$ cat config.mk
export PLATFORM = sky130hd
export DESIGN_NAME = fifo_bit_serializer
export DESIGN_NICKNAME = d
export VERILOG_FILES = /design/src/rtl/fifo_bit_serializer_pkg.sv /design/src/rtl/fifo_bit_serializer.sv
export SDC_FILE = /design/constraint.sdc
export NUM_CORES = 1
export LEC_CHECK = 0
export CORE_MARGIN = 2
export CORE_UTILIZATION = 48
export DETAILED_ROUTE_END_ITERATION = 6
export GPL_TIMING_DRIVEN = 0
export PLACE_DENSITY = 0.82
export REMOVE_ABC_BUFFERS = 1
export SLEW_MARGIN = 10
export SYNTH_ARGS = -nofsm -noshare
export SYNTH_HDL_FRONTEND = slang
export SYNTH_SLANG_ARGS = --single-unit
$ cat constraint.sdc
create_clock -name clk -period 4.05 [get_ports clk]
set_input_delay 0.81 -clock clk [delete_from_list [all_inputs] [get_ports clk]]
set_output_delay 0.81 -clock clk [all_outputs]
set_load 0.02 [all_outputs]
$ cat src/rtl/fifo_bit_serializer_pkg.sv
// fifo_bit_serializer_pkg: shared FSM encoding and width helper for the FIFO/serializer pair
package fifo_bit_serializer_pkg;

    typedef enum logic {
        ST_IDLE  = 1'b0,
        ST_SHIFT = 1'b1
    } state_t;

    // Number of bits needed to hold the value v, never less than one
    function automatic int clogb2(input int v);
        int r;
        int x;
        r = 0;
        x = v;
        while (x > 0) begin
            r++;
            x = x >> 1;
        end
        return (r < 1) ? 1 : r;
    endfunction

endpackage

$ cat src/rtl/fifo_bit_serializer.sv
// fifo_bit_serializer: pops words from a show-ahead FIFO and streams them out one bit per handshake
module fifo_bit_serializer
    import fifo_bit_serializer_pkg::*;
#(
    parameter int C_DATA_WIDTH = 8,
    parameter int C_MSB_FIRST  = 1,
    parameter int C_CNT_WIDTH  = 16
) (
    input  logic                    clk,
    input  logic                    rst_n,
    input  logic                    enable,
    input  logic                    fifo_empty,
    input  logic [C_DATA_WIDTH-1:0] fifo_dout,
    output logic                    fifo_rd_en,
    output logic                    ser_valid,
    input  logic                    ser_ready,
    output logic                    ser_dout,
    output logic                    ser_last,
    output logic                    busy,
    output logic [C_CNT_WIDTH-1:0]  word_count
);

    localparam int W = C_DATA_WIDTH;
    localparam int CW = clogb2(W - 1);
    localparam logic [CW-1:0] LAST = CW'(W - 1);

    state_t               state, state_nxt;
    logic [W-1:0]         sr, sr_nxt;
    logic [CW-1:0]        bit_cnt, bit_cnt_nxt;
    logic [C_CNT_WIDTH-1:0] word_count_nxt;
    logic                 hs, last_hs, load;

    assign hs         = (state == ST_SHIFT) & ser_ready;
    assign last_hs    = hs & (bit_cnt == LAST);
    // Reset gating keeps the pop strobe quiet while the FSM is held in IDLE by rst_n
    assign load       = rst_n & enable & ~fifo_empty & ((state == ST_IDLE) | last_hs);
    assign fifo_rd_en = load;
    assign ser_valid  = (state == ST_SHIFT);
    assign busy       = ser_valid;
    assign ser_dout   = (C_MSB_FIRST != 0) ? sr[W-1] : sr[0];
    assign ser_last   = ser_valid & (bit_cnt == LAST);

    // Next state: a load wins over going idle so consecutive words leave no bubble
    always_comb begin
        state_nxt      = state;
        sr_nxt         = sr;
        bit_cnt_nxt    = bit_cnt;
        word_count_nxt = word_count + C_CNT_WIDTH'(last_hs);
        if (load) begin
            state_nxt   = ST_SHIFT;
            sr_nxt      = fifo_dout;
            bit_cnt_nxt = '0;
        end else if (last_hs) begin
            state_nxt   = ST_IDLE;
            sr_nxt      = '0;
            bit_cnt_nxt = '0;
        end else if (hs) begin
            sr_nxt      = (C_MSB_FIRST != 0) ? {sr[W-2:0], 1'b0} : {1'b0, sr[W-1:1]};
            bit_cnt_nxt = bit_cnt + CW'(1);
        end
    end

    // State, shift register and counters
    always_ff @(posedge clk or negedge rst_n) begin
        if (!rst_n) begin
            state      <= ST_IDLE;
            sr         <= '0;
            bit_cnt    <= '0;
            word_count <= '0;
        end else begin
            state      <= state_nxt;
            sr         <= sr_nxt;
            bit_cnt    <= bit_cnt_nxt;
            word_count <= word_count_nxt;
        end
    end

endmodule
Word level (Yosys, flattened, before mapping)
Index checks and enable logic that the tools add are counted.

Flip-flop bits (word level): 28. Input bits: 13. Output and inout bits: 21.

$add $sub $neg: 2. Reductions and logical operators: 2. Bitwise gates (word level): 9. Mux-type cells: 8. Eq/ne operators: 1.

Operator list (count): 8-bit two-way mux (3); 16-bit by 1-bit adder with 16-bit output (1); 3-bit two-way mux (3); 1-bit bitwise AND (6); 3-bit by 1-bit adder with 3-bit output, second input constant (1); 3-bit equality test, second input constant (1); 3-bit nonzero test (1); 1-bit two-way mux (2); 1-bit NOT (2); 2-bit nonzero test (1); 1-bit OR (1).

Longest topological paths before layout
Word-level depth: 5. Mapped depth: 9. Mapped depth without buffers: 8.

Least setup slack after synthesis
OpenSTA, ideal clock, no wires.

Path type: input to output. From: input fifo_empty. To: output fifo_rd_en. Cell stages on the path: 3. Path buffers: 1. Data arrival time: 1391 ps. Data required time: 3240 ps. Path slack: 1849 ps. Path through: nand3b_1 a21oi_2 buf_4.

Word-level cells in the longest chain between the ends: 3.

RTL lines: start, declared (RTL line fifo_bit_serializer.sv:12) `input logic fifo_empty,`; 1-bit NOT (RTL line fifo_bit_serializer.sv:36) `assign load = rst_n & enable & ~fifo_empty & ((state == ST_IDLE) | last_hs);`; 1-bit bitwise AND (2 in series) (RTL line fifo_bit_serializer.sv:36); end, declared (RTL line fifo_bit_serializer.sv:14) `output logic fifo_rd_en,`.

Every way passes these cells.

Final worst setup path
From: input ser_ready. To: output fifo_rd_en.

Word-level cells in the longest chain between the ends: 4.

RTL lines: start, declared (RTL line fifo_bit_serializer.sv:16) `input logic ser_ready,`; 1-bit bitwise AND (RTL line fifo_bit_serializer.sv:33) `assign hs = (state == ST_SHIFT) & ser_ready;`; 1-bit bitwise AND (RTL line fifo_bit_serializer.sv:34) `assign last_hs = hs & (bit_cnt == LAST);`; 1-bit OR (RTL line fifo_bit_serializer.sv:36); 1-bit bitwise AND (RTL line fifo_bit_serializer.sv:36).

Every way passes these cells.

==> results.py <==
metrics = {
    "run_status": {
        "status": "complete, but fails checks",
        "violations": "DRC",
    },
    "floorplan": {
        "die_x_um": 58.75,
        "die_area_mm2": 0.003452,
        "num_rows": 19,
        "fp.dieH_um": 58.75,
        "initial_core_util_pct": 51.29,
        "fp.coreArea_mm2": 0.002805,
        "pin_count": 34,
    },
    "layout": {
        "final_core_util_pct": 64.14,
        "nFillCells": 244,
        "design_area_mm2": 0.001799,
        "synthToLayoutAreaGrowth_pct": 25.04,
        "drive_above_1_share_pct": 8.333,
        "final_common_cell": "clkdlybuf4s50_1",
        "antenna_cells": 0,
        "final_cell_mix": "clkdlybuf4s50_1, dfrtp_1, nand2_1",
        "layout.nets": 175,
    },
    "clocking": {
        "cts_tree": "yes",
        "worst_skew_pair.late_latency_ns": 0.32,
        "postCtsSetupRepairBufs": 0,
        "cts_hold_buf": 0,
        "cts_max_level": 1,
        "clock-root-buffer": "clkbuf_4",
        "numCtsBuffers": 3,
        "clock_path_buffers": 2,
        "clock-sinks": 28,
        "clkTransAtPathRegs_ns": 0.15,
        "cts_resized": 0,
    },
    "grt": {
        "grt_pass1_wl_um": 4409,
        "grt_max_degree": 30,
        "grt_pass1_vias": 1048,
        "grt_overflow_total": 0,
        "antenna_found_initial": 0,
        "track_usage_pct": 16.41,
    },
    "logic_synthesis": {
        "avgSynthCellArea_um2": 11.42,
        "synth_area_mm2": 0.001439,
        "postSynth.asyncResetShare_pct": 100.0,
        "ys_types": 30,
        "ys.flop_type": "dfrtp_1",
        "ys_ff_latch": 28,
        "postSynthCellCount": 126,
        "synth_edf_count": 0,
        "yosysWarnings": 0,
        "seq_area_frac_synth_pct": 48.70,
    },
    "hold_path": {
        "hold_class": "primary input to async pin",
    },
    "place": {
        "gp_congestion": 0.7420,
        "port_buffers": 33,
        "hpwlAfterDp_um": 1935,
        "place_area_mm2": 0.001763,
    },
    "detailed_routing": {
        "routed_wirelength_um": 2629,
        "drt_first_pass_iters": 7,
        "routedWlPerCell_um": 14.06,
        "viasPerCell": 5.684,
        "num_vias": 1063,
        "drc_errors": 4,
        "drtIter0Drc": 42,
        "drtAntennaViolNets": 0,
    },
    "sta": {
        "final_hold_viol_count": 0,
        "grt_setup_unrepaired": "no",
        "tns_ns": 0,
        "finalSetupViolCount": 0,
        "fmax_mhz": 265.7,
        "slew_violations": 0,
        "finalClockSkew_ns": 0.003483,
        "hold_ws_ns": 0.4815,
        "slew_headroom_pct": 51.39,
        "worst_pin_slew_ns": 0.7292,
        "fin_crit_ns": 3.764,
        "timing.final.crit_share_pct": 92.93,
    },
    "pwr": {
        "power.internal_w": 0.0004916,
        "ir_worst_vdd_mv": 0.3211,
        "p_switching_w": 0.0002380,
        "power-per-cell-area_mw_per_mm2": 405.5,
        "clockPowerShare_pct": 18.4,
        "leakagePower_nw": 0.8495,
        "share_comb_of_total_power_pct": 28.9,
        "power_frac_seq_pct": 52.8,
        "sw_frac_of_total_pct": 32.62,
    },
    "worst_setup_path": {
        "ff2ff_setup_slack_ns": 1.76,
        "timing.setup.critical_path_class": "primary input to primary output",
        "reg2reg_depth": 8,
        "r2r-start": "bit_cnt[0]$_DFFE_PN0P_",
        "start_kind": "primary input",
        "crit_required_ns": 3.24,
        "rr_endpoint": "word_count[14]$_DFF_PN0_",
        "endpoint": "fifo_rd_en",
        "cp-end-kind": "primary output",
        "crit_start": "ser_ready",
        "cp_max_fo": 12,
        "crit_arrival_ns": 2.95,
    },
    "flow_run": {
        "drv_cap": 0,
    },
}
worst min path at each step:
stage	start	endpoint	slack (ns)
finish	rst_n	word_count[5]$_DFF_PN0_	0.48
global route	word_count[15]$_DFF_PN0_	word_count[15]$_DFF_PN0_	0.50
CTS	word_count[15]$_DFF_PN0_	word_count[15]$_DFF_PN0_	0.49
detailed placement	word_count[15]$_DFF_PN0_	word_count[15]$_DFF_PN0_	0.46
global placement	word_count[15]$_DFF_PN0_	word_count[15]$_DFF_PN0_	0.46
floorplan	sr[0]$_DFFE_PN0P_	sr[0]$_DFFE_PN0P_	0.50
Yosys cell counts, types with 3 or more instances:
| library cell | count | share of area (%) |
|---|---|---|
| dfrtp_1 | 28 | 49 |
| nand2_1 | 11 | 2.9 |
| inv_1 | 10 | 2.6 |
| a21oi_1 | 9 | 3.1 |
| xnor2_1 | 9 | 5.5 |
| mux2i_1 | 8 | 5.6 |
| and4b_1 | 7 | 4.9 |
| ha_1 | 5 | 4.3 |
| nand3_1 | 5 | 1.7 |
| xor2_1 | 5 | 3.0 |
| nand4_1 | 4 | 1.7 |
| buf_4 | 3 | 1.6 |
sequential cells by signal (all words and copies together), names as in the netlist:
| signal | flops |
|---|---|
| word_count | 16 |
| bit_cnt | 3 |
| busy | 1 |
| sr | 8 |
layout make-up:
type / count / area (um2) / share of cell area, %
inverters: 10 / 37.54 / 2.086
flip-flops and latches: 28 / 700.7 / 38.94
well taps: 31 / 38.79 / 2.156
repair buffers: 33 / 325.3 / 18.08
multi-input cells: 81 / 660.6 / 36.72
clock buffers: 4 / 36.28 / 2.017
cells by family (layout without fill, tap and decap cells):
| kind of cell | after synthesis | in the layout | share of synthesized area [%] |
|---|---|---|---|
| XOR/XNOR | 14 | 14 | 8.522 |
| adder cells (fa/ha/maj) | 5 | 5 | 4.348 |
| buffers and inverters | 17 | 47 | 5.392 |
| flip-flops | 28 | 28 | 48.70 |
| AND/OR/NAND/NOR | 43 | 43 | 23.13 |
| AO/OA/AOI/OAI | 11 | 11 | 4.348 |
| multiplexers | 8 | 8 | 5.565 |
routing by layer:
| layer | up-vias | part of all wire (%) | global-route usage [%] |
|---|---|---|---|
| li1 | 497 | - | - |
| met1 | 529 | 45 | 20.40 |
| met2 | 37 | 50 | 29.68 |
| met3 | 0 | 5.1 | 2.198 |
| met4 | 0 | 0 | 4.545 |
| met5 | - | 0 | 0 |
power groups by stage:
stage	Sequential, W	Combinational, W	Clock, W
2_1_floorplan	0.000405	0.0000959	0
6_report	0.000385	0.000211	0.000134
3_3_place_gp	0.000386	0.000202	0
3_5_place_dp	0.000390	0.000213	0
4_1_cts	0.000385	0.000213	0.000139
5_1_grt	0.000394	0.000235	0.000152
worst max-delay path, cell delays in order:
cell             delay (ns)
clkdlybuf4s50_1        0.66
nand2_1                0.14
a21oi_2                0.60
clkdlybuf4s50_1        0.74
metrics by stage:
stage / std cells / power (W) / worst slack (ns)
final: 187 / 0.0007296 / 0.2864
after global routing: 187 / 0.0007805 / 0.1487
after CTS: 187 / 0.0007372 / 0.2796
after detailed placement: 183 / 0.0006032 / 0.2739
after global placement: 183 / 0.0005881 / -0.5680
after floorplan: 119 / 0.0005004 / 1.677
(Power assumes the default switching activity.)
